===== config.mk =====
export PLATFORM = sky130hd
export DESIGN_NAME = result_collector
export DESIGN_NICKNAME = d
export VERILOG_FILES = /design/src/rtl/result_collector.sv
export SDC_FILE = /design/constraint.sdc
export NUM_CORES = 1
export LEC_CHECK = 0
export BUFFER_PORTS_ARGS = -buffer_cell sky130_fd_sc_hd__buf_2
export CORE_ASPECT_RATIO = 1.2
export CORE_UTILIZATION = 45
export CTS_CLUSTER_DIAMETER = 200
export DETAILED_ROUTE_END_ITERATION = 10
export GPL_TIMING_DRIVEN = 1
export PLACE_DENSITY = 0.71
export SKIP_LAST_GASP = 1
export SYNTH_ARGS = -nofsm -noshare
export SYNTH_HDL_FRONTEND = slang
export SYNTH_SLANG_ARGS = --single-unit

===== constraint.sdc =====
create_clock -name clk -period 5.2 [get_ports clk]
set_clock_uncertainty 0.2 [all_clocks]
set_input_delay 0.52 -clock clk [delete_from_list [all_inputs] [get_ports clk]]
set_output_delay 0.52 -clock clk [all_outputs]
set_load 0.02 [all_outputs]

===== src/rtl/result_collector.sv =====
// result_collector: reads OUTPUT_NODE score words from the result BRAM,
// starting at BASE_ADDR, and packs them into one flat vector with node 0
// in the MSB slice. Optional signed argmax over the scores is built when
// RESULT_ARGMAX_EN is defined; otherwise class_idx/class_val are tied to 0.
//
// Handshake: start is sampled only while idle. busy is high from the edge
// that accepts start up to the edge that raises done. done is a one-cycle
// pulse that also marks result/class_idx/class_val as final.
//
// Per node the BRAM enable is high for READ_LATENCY cycles. The capture edge
// (leaving WAIT) samples bram_douta and drops the enable. The following
// CAPTURE cycle either re-issues the next node or finishes. This gives a
// spacing of READ_LATENCY+1 edges per node.
`timescale 1ns/1ps
module result_collector #(
  parameter int DATA_SIZE    = 8,
  parameter int OUTPUT_NODE  = 10,
  parameter int ADDR_WIDTH   = 15,
  parameter int BASE_ADDR    = 18900,
  parameter int READ_LATENCY = 3,
  parameter int IDX_WIDTH    = 4
) (
  input  logic                             clk,
  input  logic                             rst,
  input  logic                             start,
  input  logic [DATA_SIZE-1:0]             bram_douta,
  output logic                             bram_ena,
  output logic [ADDR_WIDTH-1:0]            bram_addra,
  output logic [DATA_SIZE*OUTPUT_NODE-1:0] result,
  output logic [IDX_WIDTH-1:0]             class_idx,
  output logic [DATA_SIZE-1:0]             class_val,
  output logic                             busy,
  output logic                             done
);

  localparam int K_W   = $clog2(OUTPUT_NODE + 1);
  localparam int CNT_W = (READ_LATENCY > 1) ? $clog2(READ_LATENCY) : 1;

  typedef enum logic [1:0] {IDLE, ISSUE, WAIT, CAPTURE} state_t;

  state_t           state, state_nxt;
  logic [K_W-1:0]   k;
  logic [CNT_W-1:0] wait_cnt;
  logic             issue_now, capture_now, finish_now;

  // State register.
  always_ff @(posedge clk) begin
    if (rst) state <= IDLE;
    else     state <= state_nxt;
  end

  // Next-state decode and the per-cycle action strobes.
  always_comb begin
    state_nxt   = state;
    issue_now   = 1'b0;
    capture_now = 1'b0;
    finish_now  = 1'b0;
    case (state)
      IDLE: begin
        if (start) state_nxt = ISSUE;
      end
      ISSUE: begin
        issue_now = 1'b1;
        state_nxt = WAIT;
      end
      WAIT: begin
        if (wait_cnt == CNT_W'(READ_LATENCY - 1)) begin
          capture_now = 1'b1;
          state_nxt   = CAPTURE;
        end
      end
      CAPTURE: begin
        // k already counts the captured nodes here.
        if (k == K_W'(OUTPUT_NODE)) begin
          finish_now = 1'b1;
          state_nxt  = IDLE;
        end else begin
          issue_now = 1'b1;
          state_nxt = WAIT;
        end
      end
      default: state_nxt = IDLE;
    endcase
  end

  assign busy = (state != IDLE);

  // BRAM request, wait counter, node counter, packed result and done pulse.
  always_ff @(posedge clk) begin
    if (rst) begin
      bram_ena   <= 1'b0;
      bram_addra <= '0;
      result     <= '0;
      k          <= '0;
      wait_cnt   <= '0;
      done       <= 1'b0;
    end else begin
      done <= finish_now;
      if (state == IDLE && start) k <= '0;
      if (issue_now) begin
        bram_ena   <= 1'b1;
        bram_addra <= ADDR_WIDTH'(BASE_ADDR) + ADDR_WIDTH'(k);
        wait_cnt   <= '0;
      end else if (state == WAIT) begin
        wait_cnt <= wait_cnt + 1'b1;
      end
      if (capture_now) begin
        bram_ena <= 1'b0;
        k        <= k + 1'b1;
        for (int i = 0; i < OUTPUT_NODE; i++) begin
          if (k == K_W'(i))
            result[DATA_SIZE*(OUTPUT_NODE-i)-1 -: DATA_SIZE] <= bram_douta;
        end
      end
    end
  end

`ifdef RESULT_ARGMAX_EN
  // Running signed maximum; node 0 seeds it, later nodes replace it only
  // when strictly greater so the lowest index wins a tie.
  always_ff @(posedge clk) begin
    if (rst) begin
      class_idx <= '0;
      class_val <= '0;
    end else if (capture_now &&
                 (k == '0 || $signed(bram_douta) > $signed(class_val))) begin
      class_idx <= IDX_WIDTH'(k);
      class_val <= bram_douta;
    end
  end
`else
  assign class_idx = '0;
  assign class_val = '0;
`endif

endmodule


==> results of run 1 <==
[cell usage in the layout, fill, tap and decap left out, drive strengths merged, types with 3 or more instances in the layout]
| cell | instances |
|---|---|
| o21ai | 5 |
| nand2 | 9 |
| ha | 9 |
| buf | 105 |
| inv | 8 |
| nor2 | 4 |
| mux2i | 80 |
| and3 | 4 |
| a21oi | 13 |
| nor3 | 3 |
| nand3 | 12 |
| conb | 16 |
| nand2b | 88 |
| dfxtp | 97 |
| clkbuf | 10 |
[cells in the mapped netlist, drive strengths merged]
master / instances
nor2: 4
nand2: 9
and4b: 2
nand3b: 1
inv: 6
and3b: 1
a211oi: 2
xnor2: 1
a211o: 1
nand4: 1
buf: 27
nand2b: 88
clkbuf: 18
o21ai: 5
a21boi: 1
dfxtp: 97
conb: 1
a21oi: 13
nand3: 12
nor3b: 2
ha: 9
a41oi: 1
or2: 1
nand4b: 1
or3b: 1
and3: 4
o21ba: 1
nor3: 3
mux2i: 80
[power by group]
group | switching [mW] | internal, mW
Clock | 0.263 | 0.236
Sequential | 0.00686 | 0.746
Combinational | 0.0477 | 0.0248
[cells by family after synthesis]
kind of cell             Yosys count  synth area share [%]
other                              1                0.0910
adder cells (fa/ha/maj)            9                  2.73
multiplexers                      80                  19.4
buffers and inverters             51                  7.22
flip-flops                        97                  47.1
AND/OR/NAND/NOR                  130                  19.8
AO/OA/AOI/OAI                     24                  3.40
XOR/XNOR                           1                 0.212
[final cells by class]
| cell class | instances | share of cell area (%) |
|---|---|---|
| clock buffers | 10 | 2.88 |
| multi-input cells | 260 | 40.6 |
| inverters | 6 | 0.471 |
| flip-flops and latches | 97 | 40.6 |
| clock inverters | 5 | 1.31 |
| well taps | 117 | 3.06 |
| repair buffers | 105 | 11.1 |
[path summary, 6_finish.rpt]
check,start,cells past startpoint,slack (ns),end
setup / recovery,state[0]$_SDFFE_PP0P_,2,3.00,busy
hold / removal,result[1]$_SDFFE_PP0P_,2,0.27,result[1]$_SDFFE_PP0P_
setup reg to reg,state[1]$_SDFFE_PP0P_,3,3.22,result[9]$_SDFFE_PP0P_
hold reg to reg,result[1]$_SDFFE_PP0P_,2,0.27,result[1]$_SDFFE_PP0P_
[registers in the layout (all words and copies together), names as in the netlist]
name	flops
done	1
bram_addra	7
result	80
state	2
k	4
wait_cnt	2
bram_ena	1
[per-layer routing]
layer	share of wire (%)	vias up
met5	0	-
met3	4.6	7
met2	48	76
met1	46	1406
met4	0.91	0
li1	-	1441
[per-stage QoR]
step,power [mW],worst slack [ns],hold WS (ns)
CTS,1.34,2.98,0.280
detailed placement,0.843,2.98,0.266
global placement,0.842,3.01,0.259
global route,1.37,2.84,0.300
finish,1.33,3.00,0.275
floorplan,0.838,3.57,0.288
[critical path, stage by stage, from the launching register on]
cell and delay, ns:
dfxtp_1 0.72, or2_2 0.23, buf_2 0.16
==> run metrics, run 1 <==
result of the run=finished clean; total number of nets in the final design=499; length of the first detailed-routing pass in iterations=4; total CTS buffers=9; sequential cell area in the final layout=1940 um^2; sequential cell area fraction in the yosys report=47.1%; total standard cell area after synthesis=4120 um^2; number of antenna violations at the first check in global routing=0; vias in the first global route=2783; largest net degree at the start of global routing=65; global-route track usage on met1=26.3%; total of hold buffers inserted after clock tree synthesis=0; number of port buffers=104; peak supply drop=0.000152 V; fraction of final layout cells sized beyond drive strength 1=27.7%; Top Ports=121; Cells after Synth=393; leading area contributor after synthesis=dfxtp_1; clock transition at the registers of the reported paths=0.10 ns; maxcap violations=0; via density per instance=4.88; headroom to the max-slew limit=45.1%; yosys warns=0; synthesis-stage register bit count=97; Hold Path Class=register to register; PwrDens=277 nW/um^2; CTS H-Tree Depth=3; critical path endpoint category=output port; Final Non-Filler Cells=600; peak-usage layer in the global routing report=met2; Avg Inst Size Synth=10.5 um^2; total wire length after detailed routing=8970 um; wire length of the first global-routing pass=14200 um; crit path kind=register to output port; crit path time final=2.20 ns; Total Routing Usage GR=20.0%; RSZ-0062 raised after global routing=false; accumulated negative setup slack=0 ns; detailed placer's ending HPWL=6190 um; Site Rows=37; Design Area, Final=4780 um^2; area after detailed placement=4580 um^2; final antenna diode count=0; crit start category=register; post-route ant nets=0; overall die height=107 um; critical path data arrival time=1.48 ns; initial core utilization=47.1%; synth unique cells=36; cell chosen for the clock root=clkbuf_8; static power due to leakage=2.53 nW; fraction of the cycle the final worst path needs=42.3%; synth-to-layout area growth=15.9%; buffers inserted during post-CTS setup optimization=0; final hold vios=0; Placed Cells=585; Skew-Pair Late Insertion Delay=0.37 ns; global routing usage on met3=5.62%; final estimated routing congestion in global placement=0.807; slew at the pin closest to its max-slew limit=0.824 ns; crit-path max FO=21; CTS max path bufs=2; cells taking the most area after synthesis=dfxtp_1, mux2i_1, nand2b_1; final max-slew violation count=0; CTS tree=yes; number of sinks on the clock net=97; met2 layer usage reported by global route=31.4%; DRC violation count after routing=0; highest achievable clock rate=455 MHz; cts repair resizes=0; Layout fillers=807; Multi-input gate area=1940 um^2; data required time of the worst path=4.48 ns; Wirelength per Cell=14.9 um; placeable core region=8750 um^2; number of failing setup endpoints in the final timing report=0; total vias in the final route=2930; violation count after the first detailed-route iteration=101; gr ovfl total=0; final core utilization=54.6%; die width=89.4 um; portion of synthesized cell area occupied by the leading cell type=47.1%; Die Area=9550 um^2
Note: power is estimated with default switching activity, not from simulation.
==> run 2: changes to the inputs <==
Settings changed: PLACE_DENSITY 0.71 to 0.74.
Clock period 5.2 ns to 1.9 ns, I/O delays scaled along.
==> run 2 against run 1 <==
  * Die area unchanged
  * Global-route usage increased by 0.36 points
  * Power increased to 2.9 times the previous value
  * Design area increased by 1.7%
  * Setup slack got worse by 2.9 ns
  * Sequential power increased to 2.7 times the previous value
  * Register-to-register slack got worse by 3.1 ns
  * Critical endpoint is now result[60]$_SDFFE_PP0P_
  * Utilization increased by 0.93 points
  * Sequential cell count unchanged
  * Routed wire length increased by 1.4%
  * Sequential share of layout area decreased by 0.68 points
  * Highest routed layer unchanged
  * Clock-buffer cell count decreased by 1
==> run metrics, run 2 (same netlist as run 1, synthesis figures left out) <==
Hold Path Class=primary input to register; clock transition at the registers of the reported paths=0.10 ns; Top Ports=121; crit path kind=register to register; gr ovfl total=0; Reg2Reg Setup Slack=0.1 ns; number of failing setup endpoints in the final timing report=0; crit start category=register; final max-slew violation count=0; CTS max path bufs=2; Skew-Pair Late Insertion Delay=0.36 ns; peak-usage layer in the global routing report=met2; number of antenna violations at the first check in global routing=0; buffers inserted during post-CTS setup optimization=0; maxcap violations=0; overall die height=107 um; headroom to the max-slew limit=59.7%; Wirelength per Cell=15.0 um; final worst hold slack=0.0538 ns; CTS tree=yes; length of the first detailed-routing pass in iterations=4; crit-path max FO=8; Total Routing Usage GR=20.3%; placeable core region=8750 um^2; sequential cell area in the final layout=1940 um^2; Setup Slack @ Placement=0.0511 ns; fraction of the cycle the final worst path needs=94.8%; data required time of the worst path=1.99 ns; static power due to leakage=2.60 nW; CTS H-Tree Depth=3; fraction of final layout cells sized beyond drive strength 1=29.0%; startpoint of the lowest-slack hold path=start; largest net degree at the start of global routing=38; number of flip-flops under the largest register name=80; total net switching power=928 uW; final hold vios=0; total wire length after detailed routing=9090 um; number of sinks on the clock net=97; violation count after the first detailed-route iteration=154; detailed placer's ending HPWL=6390 um; wire length of the first global-routing pass=14600 um; most common cell after layout, fill and taps aside=buf_2; startpoint of the worst-slack reg-to-reg timing path=k[2]$_SDFFE_PP0P_; Site Rows=37; total vias in the final route=2949; number of port buffers=104; area after detailed placement=4620 um^2; PwrDens=785 nW/um^2; global-route track usage on met1=27.1%; peak supply drop=0.000383 V; total CTS buffers=9; largest registers=result (80), bram_addra (7), k (4); end point of the worst hold path=k[2]$_SDFFE_PP0P_; worst r2r dst=result[60]$_SDFFE_PP0P_; slew at the pin closest to its max-slew limit=0.604 ns; register containing the most flip-flops in the final layout=result; critical path endpoint category=register; Die Area=9550 um^2; met2 layer usage reported by global route=32.4%; net switching fraction of the power=24.3%; cell chosen for the clock root=clkbuf_8; worst hold stages=3; result of the run=finished clean; accumulated negative setup slack=0 ns; crit path time final=1.80 ns; via density per instance=4.86; portion of total power attributed to the clock network=40.5%; final worst-path setup slack=0.0987 ns; internal power consumption=2.89 mW; Multi-input gate area=1950 um^2; most frequent cells in the layout=buf_2, dfxtp_1, nand2b_1; synth-to-layout area growth=17.9%; highest achievable clock rate=555 MHz; share of total power in sequential cells=53.8%; final antenna diode count=0; part of the total power dissipated in combinational logic=5.7%; global routing usage on met3=3.46%; RSZ-0062 raised after global routing=true; DRC violation count after routing=0; Design Area, Final=4860 um^2; total number of nets in the final design=505; post-route ant nets=0; critical path data arrival time=1.89 ns; vias in the first global route=2894; final estimated routing congestion in global placement=0.766; die width=89.4 um; Layout fillers=780; number of cell instances on the worst register-to-register path=5; initial core utilization=47.1%
run 2: cell types whose count changed in the layout (fill, tap and decap cells not counted), sizes merged:
cell and delta:
buf +6, bufinv +1, clkbuf -1, clkinvlp -2, inv +3
run 2: final cells by class:
| class | count | area share, % |
|---|---|---|
| Clock buffer | 9 | 2.55 |
| Clock inverter | 7 | 2.19 |
| Inverter | 6 | 0.463 |
| Multi-Input combinational cell | 260 | 40.0 |
| Sequential cell | 97 | 40.0 |
| Tap cell | 117 | 3.01 |
| Timing Repair Buffer | 111 | 11.8 |
run 2: how the worst max path moves through the flow:
stage / start / end / slack (ns) / cells after the start
floorplan: wait_cnt[0]$_SDFFE_PP0P_ / result[0]$_SDFFE_PP0P_ / 0.27 / 7
global placement: wait_cnt[0]$_SDFFE_PP0P_ / result[44]$_SDFFE_PP0P_ / 0.14 / 5
detailed placement: wait_cnt[0]$_SDFFE_PP0P_ / result[44]$_SDFFE_PP0P_ / 0.05 / 5
CTS: wait_cnt[0]$_SDFFE_PP0P_ / result[44]$_SDFFE_PP0P_ / 0.02 / 5
global route: wait_cnt[0]$_SDFFE_PP0P_ / result[20]$_SDFFE_PP0P_ / -0.007 / 6
finish: k[2]$_SDFFE_PP0P_ / result[60]$_SDFFE_PP0P_ / 0.1 / 5
run 2: power by group through the flow:
stage	Clock, mW	Sequential (mW)	Combinational [mW]
global route	1.66	2.05	0.239
floorplan	0	2.11	0.187
finish	1.55	2.05	0.217
global placement	0	2.10	0.217
detailed placement	0	2.10	0.217
CTS	1.57	2.05	0.218
run 2: worst max-delay path, stage by stage, from the launching register on:
cell and delay, ns:
dfxtp_1 0.41, inv_1 0.11, ha_1 0.26, and4b_2 0.27
nand2_2 0.24, mux2i_1 0.22
run 2: metal layers:
layer	up-vias	routed length (um)
li1	1451	-
met2	79	4460
met1	1412	4200
met4	0	86
met5	-	0
met3	7	346
run 2: through the flow:
| step | instances | power (mW) | util [%] |
|---|---|---|---|
| 2_1_floorplan | 408 | 2.29 | - |
| 3_3_place_gp | 591 | 2.31 | 52.8 |
| 3_5_place_dp | 591 | 2.32 | 52.8 |
| 4_1_cts | 607 | 3.83 | 55.5 |
| 5_1_grt | 607 | 3.95 | 55.5 |
| 6_report | 607 | 3.82 | 55.5 |
run 2: timing repair:
action / CTS / global route
endpoints found under the setup margin: 0 / 36
hold buffers: 0 / 0
gates resized for setup: 0 / 2
